--- config.mk ---
export PLATFORM = sky130hd
export DESIGN_NAME = dff_pipe
export DESIGN_NICKNAME = d
export VERILOG_FILES = /design/src/rtl/dff_pipe_pkg.sv /design/src/rtl/dff_stage.sv /design/src/rtl/dff_pipe.sv
export SDC_FILE = /design/constraint.sdc
export NUM_CORES = 1
export LEC_CHECK = 0
export ABC_AREA = 1
export CAP_MARGIN = 20
export CORE_MARGIN = 5
export CORE_UTILIZATION = 45
export CTS_BUF_LIST = sky130_fd_sc_hd__clkbuf_8 sky130_fd_sc_hd__clkbuf_16
export CTS_CLUSTER_DIAMETER = 100
export DETAILED_ROUTE_END_ITERATION = 12
export PLACE_DENSITY_LB_ADDON = 0.3
export SLEW_MARGIN = 20
export SYNTH_ARGS = -nofsm -noshare
export SYNTH_HDL_FRONTEND = slang
export SYNTH_HIERARCHICAL = 1
export SYNTH_SLANG_ARGS = --single-unit
--- constraint.sdc ---
create_clock -name Clk -period 3.61 [get_ports Clk]
set_input_delay 0.722 -clock Clk [delete_from_list [all_inputs] [get_ports Clk]]
set_output_delay 0.722 -clock Clk [all_outputs]
set_load 0.05 [all_outputs]
--- src/rtl/dff_pipe_pkg.sv ---
// Shared helpers for the dff_pipe register pipeline.
package dff_pipe_pkg;

    // Width of a counter that must represent 0..depth inclusive.
    function automatic int unsigned count_width(input int unsigned depth);
        int unsigned w;
        w = 1;
        while ((1 << w) < (depth + 1)) begin
            w = w + 1;
        end
        return w;
    endfunction

endpackage : dff_pipe_pkg

--- src/rtl/dff_stage.sv ---
// One pipeline slot: W-bit register with async reset, sync clear and enable.
module dff_stage #(
    parameter int unsigned W = 9
) (
    input  logic         Clk,
    input  logic         Resetn,
    input  logic         En,
    input  logic         Clr,
    input  logic [W-1:0] D,
    output logic [W-1:0] Q
);

    // Clear beats enable; otherwise hold.
    always_ff @(posedge Clk or negedge Resetn) begin
        if (!Resetn) begin
            Q <= '0;
        end else if (Clr) begin
            Q <= '0;
        end else if (En) begin
            Q <= D;
        end
    end

endmodule : dff_stage

--- src/rtl/dff_pipe.sv ---
// Valid-tagged delay line with stall, sync clear, occupancy count and
// rise/fall detection between the two newest accepted samples.
module dff_pipe
    import dff_pipe_pkg::*;
#(
    parameter int unsigned WIDTH = 8,
    parameter int unsigned DEPTH = 4,
    parameter int unsigned CW    = count_width(DEPTH)
) (
    input  logic             Clk,
    input  logic             Resetn,
    input  logic             En,
    input  logic             Clr,
    input  logic [WIDTH-1:0] D,
    input  logic             Vin,
    output logic [WIDTH-1:0] Q,
    output logic             Qv,
    output logic [CW-1:0]    Count,
    output logic [WIDTH-1:0] Rise,
    output logic [WIDTH-1:0] Fall
);

    localparam int unsigned SW = WIDTH + 1;

    typedef struct packed {
        logic             v;
        logic [WIDTH-1:0] d;
    } stage_t;

    stage_t          stage_q [DEPTH];
    stage_t          hist_q;
    stage_t          head_d;
    logic [CW-1:0]   count_nxt_c;

    assign head_d = '{v: Vin, d: D};

    // Chain of stages; bubbles travel with the data.
    for (genvar i = 0; i < DEPTH; i++) begin : g_stage
        stage_t stage_d;
        if (i == 0) begin : g_head
            assign stage_d = head_d;
        end else begin : g_body
            assign stage_d = stage_q[i-1];
        end
        dff_stage #(.W(SW)) u_stage (
            .Clk    (Clk),
            .Resetn (Resetn),
            .En     (En),
            .Clr    (Clr),
            .D      (stage_d),
            .Q      (stage_q[i])
        );
    end

    // Previous occupant of stage 0, kept for edge detection.
    dff_stage #(.W(SW)) u_hist (
        .Clk    (Clk),
        .Resetn (Resetn),
        .En     (En),
        .Clr    (Clr),
        .D      (stage_q[0]),
        .Q      (hist_q)
    );

    // One valid enters with Vin, one leaves from the last stage.
    assign count_nxt_c = Count + CW'(Vin) - CW'(stage_q[DEPTH-1].v);

    // Occupancy counter tracking valid slots in the pipe.
    always_ff @(posedge Clk or negedge Resetn) begin
        if (!Resetn) begin
            Count <= '0;
        end else if (Clr) begin
            Count <= '0;
        end else if (En) begin
            Count <= count_nxt_c;
        end
    end

    assign Q  = stage_q[DEPTH-1].d;
    assign Qv = stage_q[DEPTH-1].v;

    // Edges only reported when both compared samples are valid.
    assign Rise = (stage_q[0].v && hist_q.v) ? (stage_q[0].d & ~hist_q.d) : '0;
    assign Fall = (stage_q[0].v && hist_q.v) ? (~stage_q[0].d & hist_q.d) : '0;

    a_count_range : assert property (@(posedge Clk) disable iff (!Resetn)
                                     32'(Count) <= 32'(DEPTH));

endmodule : dff_pipe

==> impl_metrics.tcl, run 1 <==
set metrics [dict create \
    cts_setup_buffers 0 \
    cts_tree "yes" \
    ys_types 15 \
    grt_util_all_layers_pct 15.0 \
    via_per_inst 4.74 \
    start_util_pct 46.9 \
    synth_top_family_by_area "simple AND/OR/NAND/NOR gates" \
    gr-total-overflow 0 \
    drt_iter0_drc 109 \
    setup_viol 0 \
    cts_sinks 48 \
    insertion_delay_ns 0.29 \
    post-route-drc-count 0 \
    final.setup_skew_ns 0.00492 \
    diodes 0 \
    max_stage_delay_ns 0.83 \
    cts_max_level 2 \
    hold_class "primary input to async pin" \
    worst_slack_ns 0.914 \
    arrival_ns 1.97 \
    gp_congestion 0.811 \
    drv_cap 0 \
    clock_power_share_pct 30.2 \
    p_sw_share_pct 25.7 \
    placed_area_um2 2650 \
    coreArea_um2 4750 \
    die_x_um 80.4 \
    worst_setup_path_start_kind "flip-flop" \
    dr_total_vias 1741 \
    power_leakage_nw 1.42 \
    synth_seq_area_share_pct 53.8 \
    drv_slew 0 \
    die_y_um 80.4 \
    totalWireLength_um 4320 \
    powerDensity_nw_per_um2 353 \
    layout_min_cycle_time_ns 2.70 \
    crit_cells 3 \
    grt_pass1_wl_um 7600 \
    synthCells 257 \
    seq_power_share_pct 58.8 \
    grt_max_degree 49 \
    synthXorXnorAreaFrac_pct 0 \
    grt_pass1_vias 1663 \
    rsz0062_at_grt "false" \
    final_core_util_pct 57.5 \
    dieArea_um2 6470 \
    path_max_fanout 16 \
    n_fill_cell 466 \
    hold_viol_final 0 \
    yosys.area_share.adder_pct 2.02 \
    wire_per_inst_um 11.8 \
    power.net_switching_w 0.000249 \
    clock.fmax_mhz 371 \
    place_hpwl_um 3130 \
    syn_area_per_cell_um2 8.69 \
    nNetsFinal 316 \
    synthSimpleGateAreaFrac_pct 36.9 \
    cts.root.buffer_cell "clkbuf_8" \
    min_period_over_period_pct 74.7 \
    fin_area_um2 2730 \
    pre_cts_slack_ns 1.18 \
    cp_top_family "buffers and inverters" \
    combPwrFrac_pct 11.0 \
    reg2reg_to "Count[2]" \
    r2r-start "g_stage[3].u_stage/Q[8]" \
    postRouteAntennaNets 0 \
    reg2regPathDepth 9 \
    cp_slowest_cell "clkdlybuf4s50_1" \
    io_pins 41 \
    drive_gt1_share_pct 7.67 \
    outcome "complete, no violations" \
    clk_pin_slew_ns 0.08 \
    required_ns 2.89 \
    cts_buffers 5 \
    cts_resized 0 \
    crit_path_end_kind "primary output" \
    syn_nets 273 \
    drt_pass1_iterations 4 \
    crit_type "flip-flop to primary output" \
    core.rowCount 25 \
    synth-compound-area-share_pct 0.504 \
    synth_warnings 6 \
    cp_num_buf_inv 1 \
    worst_slew_pin_slew_ns 0.912 \
    finalSetupTns_ns 0 \
    final_common_cell "nand2_1" \
    cp_cell_sequence "nand2_2 -> nor3_1 -> clkdlybuf4s50_1" \
    intPower_w 0.000718 \
    antenna_found_initial 0 \
    ys_ff_latch 48 \
    portBuffers 40 \
    final_cell_mix "nand2_1 (105), dfrtp_1 (48), nand3_1 (48), clkdlybuf4s50_1 (38), inv_1 (18)" \
    synth.mux.area_fraction_pct 0 \
    syn_area_um2 2230 \
    relSlewSlack_pct 39.0 \
    ctsHoldBuffers 0 \
    ir_drop_mv 0.188 \
    areaGrowthSynthToFinish_pct 22.5 \
    r2r_slack_ns 1.98 \
    clockBufferDepth 2 \
]
per-layer routing:
layer  track usage [%]  routed length, um
met1              20.2               2000
met2              24.1               2070
met3              3.14                193
met5                 0                  0
met4              5.07                 49
cell families (layout without fill, tap and decap cells):
| family | after synthesis | after routing |
|---|---|---|
| simple gates | 176 | 176 |
| fa+ha+maj | 3 | 3 |
| buf+inv | 28 | 71 |
| compound gates | 2 | 2 |
| flops | 48 | 48 |
metrics by stage:
step           power, W  std cells  hold slack, ns
2_1_floorplan  0.000642        257           0.426
3_3_place_gp   0.000685        360           0.456
3_5_place_dp   0.000688        360           0.460
4_1_cts        0.000985        367           0.481
5_1_grt         0.00102        367           0.479
6_report       0.000966        367           0.421
flip-flops by register name (all words and copies together) (netlist names):
signal,cells
Count,3
g_stage.u_stage/Q,36
u_hist/Q,9
cell usage after synthesis:
library cell	number	share of area (%)
ha_1	2	1.1
o21ai_0	1	0.22
nor3_2	2	0.90
nand3_1	48	11
nand2_1	105	18
dfrtp_1	48	54
inv_1	17	2.9
nor2_8	5	4.5
buf_6	6	3.0
inv_2	5	0.84
nor2_1	9	1.5
fa_1	1	0.90
o22ai_1	1	0.28
nor3_1	6	1.3
nand2_2	1	0.28
layout make-up:
class                   instances  area (um2)  area share (%)
repair buffers                 42         408            14.9
flip-flops and latches         48        1200            43.9
clock buffers                   5        68.8            2.52
inverters                      22        82.6            3.02
multi-input cells             181         881            32.2
well taps                      67        83.8            3.07
clock inverters                 2        8.76           0.320
power by group through the flow:
stage                     Sequential, W  Clock, W  Combinational [W]
after floorplan                0.000584         0          0.0000571
after global placement         0.000579         0           0.000106
after detailed placement       0.000579         0           0.000109
after CTS                      0.000568  0.000307           0.000109
after global routing           0.000571  0.000328           0.000120
final                          0.000568  0.000291           0.000107
how the worst max path moves through the flow:
stage                     slack (ns)                 endpoint               startpoint
after floorplan                 1.35                  Fall[6]  g_stage[0].u_stage/Q[8]
after global placement          1.22  g_stage[3].u_stage/Q[8]                      Clr
after detailed placement        1.18  g_stage[3].u_stage/Q[1]                      Clr
after CTS                       0.91                  Rise[1]  g_stage[0].u_stage/Q[8]
after global routing            0.76                  Fall[6]  g_stage[0].u_stage/Q[8]
final                           0.91                  Rise[0]  g_stage[0].u_stage/Q[8]
No activity file was read; power rests on OpenSTA's default activity.
==> inputs of run 2 (changes only) <==
==> constraint.sdc (replaced) <==
create_clock -name Clk -period 2.18 [get_ports Clk]
set_input_delay 0.436 -clock Clk [delete_from_list [all_inputs] [get_ports Clk]]
set_output_delay 0.436 -clock Clk [all_outputs]
set_load 0.05 [all_outputs]
==> impl_metrics.tcl, run 2 (synthesis results as in run 1) <==
set metrics [dict create \
    outcome "complete, no violations" \
    grt_pass1_wl_um 7970 \
    worst_slew_pin_slew_ns 0.580 \
    cts_setup_buffers 0 \
    areaGrowthSynthToFinish_pct 23.7 \
    hold_class "primary input to async pin" \
    gr-total-overflow 0 \
    cp_num_buf_inv 1 \
    crit_path_end_kind "primary output" \
    max_stage_delay_ns 0.83 \
    seqCellArea_um2 1200 \
    core.rowCount 25 \
    worst_setup_path_start_kind "flip-flop" \
    antenna_found_initial 0 \
    r2r_slack_ns 0.54 \
    gp_congestion 0.765 \
    grt_pass1_vias 1734 \
    cts.root.buffer_cell "clkbuf_8" \
    insertion_delay_ns 0.29 \
    cts_buffers 5 \
    postRouteAntennaNets 0 \
    ctsHoldBuffers 0 \
    hold_viol_final 0 \
    cts_sinks 48 \
    p_total_w 0.00164 \
    via_per_inst 4.81 \
    layout_min_cycle_time_ns 1.98 \
    arrival_ns 1.55 \
    relSlewSlack_pct 61.3 \
    drt_iter0_drc 129 \
    ir_drop_mv 0.364 \
    cp_top_family "buffers and inverters" \
    final_core_util_pct 58.1 \
    crit_cells 1 \
    place_hpwl_um 3210 \
    reg2reg_to "Count[2]" \
    rsz0062_at_grt "false" \
    cp-endpoint "Count[1]" \
    dieArea_um2 6470 \
    n_fill_cell 448 \
    drt_pass1_iterations 5 \
    clock.fmax_mhz 505 \
    cp_cell_sequence "clkdlybuf4s50_1" \
    final_cells 369 \
    path_max_fanout 4 \
    portBuffers 40 \
    drive_gt1_share_pct 13.2 \
    required_ns 1.74 \
    reg2regPathDepth 9 \
    grt_util_all_layers_pct 15.7 \
    coreArea_um2 4750 \
    drv_slew 0 \
    setup_viol 0 \
    largest_register "g_stage.u_stage/Q" \
    die_y_um 80.4 \
    grt_max_degree 49 \
    die_x_um 80.4 \
    diodes 0 \
    drv_cap 0 \
    start_util_pct 46.9 \
    cts_max_level 2 \
    cts_tree "yes" \
    final.setup_skew_ns 0.00101 \
    min_period_over_period_pct 90.9 \
    placedCellCount 361 \
    final_common_cell "nand2_1" \
    io_pins 41 \
    crit_type "flip-flop to primary output" \
    r2r-start "g_stage[3].u_stage/Q[8]" \
    totalWireLength_um 4370 \
    powerDensity_nw_per_um2 594 \
    clk_pin_slew_ns 0.08 \
    multi_input_area_um2 881 \
    wire_per_inst_um 11.8 \
    nNetsFinal 317 \
    cp_slowest_cell "clkdlybuf4s50_1" \
    reg.largest.list "g_stage.u_stage/Q x36, u_hist/Q x9, Count x3" \
    finalSetupTns_ns 0 \
    dr_total_vias 1774 \
    clockBufferDepth 2 \
    critPathLaunch "Count[1]" \
    final_cell_mix "nand2_1 (105), dfrtp_1 (48), nand3_1 (48), clkdlybuf4s50_1 (22), inv_1 (19)" \
    largest_register_ffs 36 \
    cts_resized 0 \
    post-route-drc-count 0 \
    power_leakage_nw 1.47 \
]
[run 2: changes by cell type in the layout (fill, tap and decap cells not counted)]
| cell | change |
|---|---|
| clkdlybuf4s50_1 | -16 |
| buf_2 | +1 |
| buf_4 | +12 |
| clkbuf_8 | +1 |
| inv_1 | +1 |
| clkinv_2 | -1 |
| buf_12 | +4 |
[run 2: worst min-delay path by stage]
stage / to / slack [ns] / cells past startpoint
floorplan: Count[0] / 0.14 / 0
global placement: g_stage[3].u_stage/Q[5] / 0.45 / 2
detailed placement: g_stage[3].u_stage/Q[7] / 0.46 / 2
CTS: g_stage[2].u_stage/Q[8] / 0.25 / 2
global route: g_stage[3].u_stage/Q[7] / 0.29 / 2
finish: g_stage[3].u_stage/Q[5] / 0.22 / 2
[run 2: final cells by class]
class                      count  area share [%]
sequential                    48            43.5
multi-input combinational    181            31.9
timing repair buffer          43            15.3
tap                           67            3.04
clock buffer                   6            2.99
inverter                      22            2.99
clock inverter                 2           0.272
[run 2: power by group]
group          switching, W  internal (W)  total [W]
clock              0.000268      0.000249   0.000517
sequential        0.0000250      0.000916   0.000941
combinational      0.000119     0.0000615   0.000181
total              0.000412       0.00123    0.00164
[run 2: per-stage QoR]
step           setup slack, ns  hold slack [ns]  cell area, um2
2_1_floorplan            0.209            0.140            2230
3_5_place_dp             0.338            0.457            2670
5_1_grt                 0.0895            0.294            2760
4_1_cts                  0.162            0.246            2760
3_3_place_gp             0.383            0.453            2670
6_report                 0.198            0.219            2760
[run 2: layer usage]
layer  vias up  share of wire, %  global-route usage, %
met4         0               2.1                   5.91
met5         -                 0                      0
li1        904                 -                      -
met2        43                49                   25.2
met3        11               4.7                   3.36
met1       816                44                   20.6
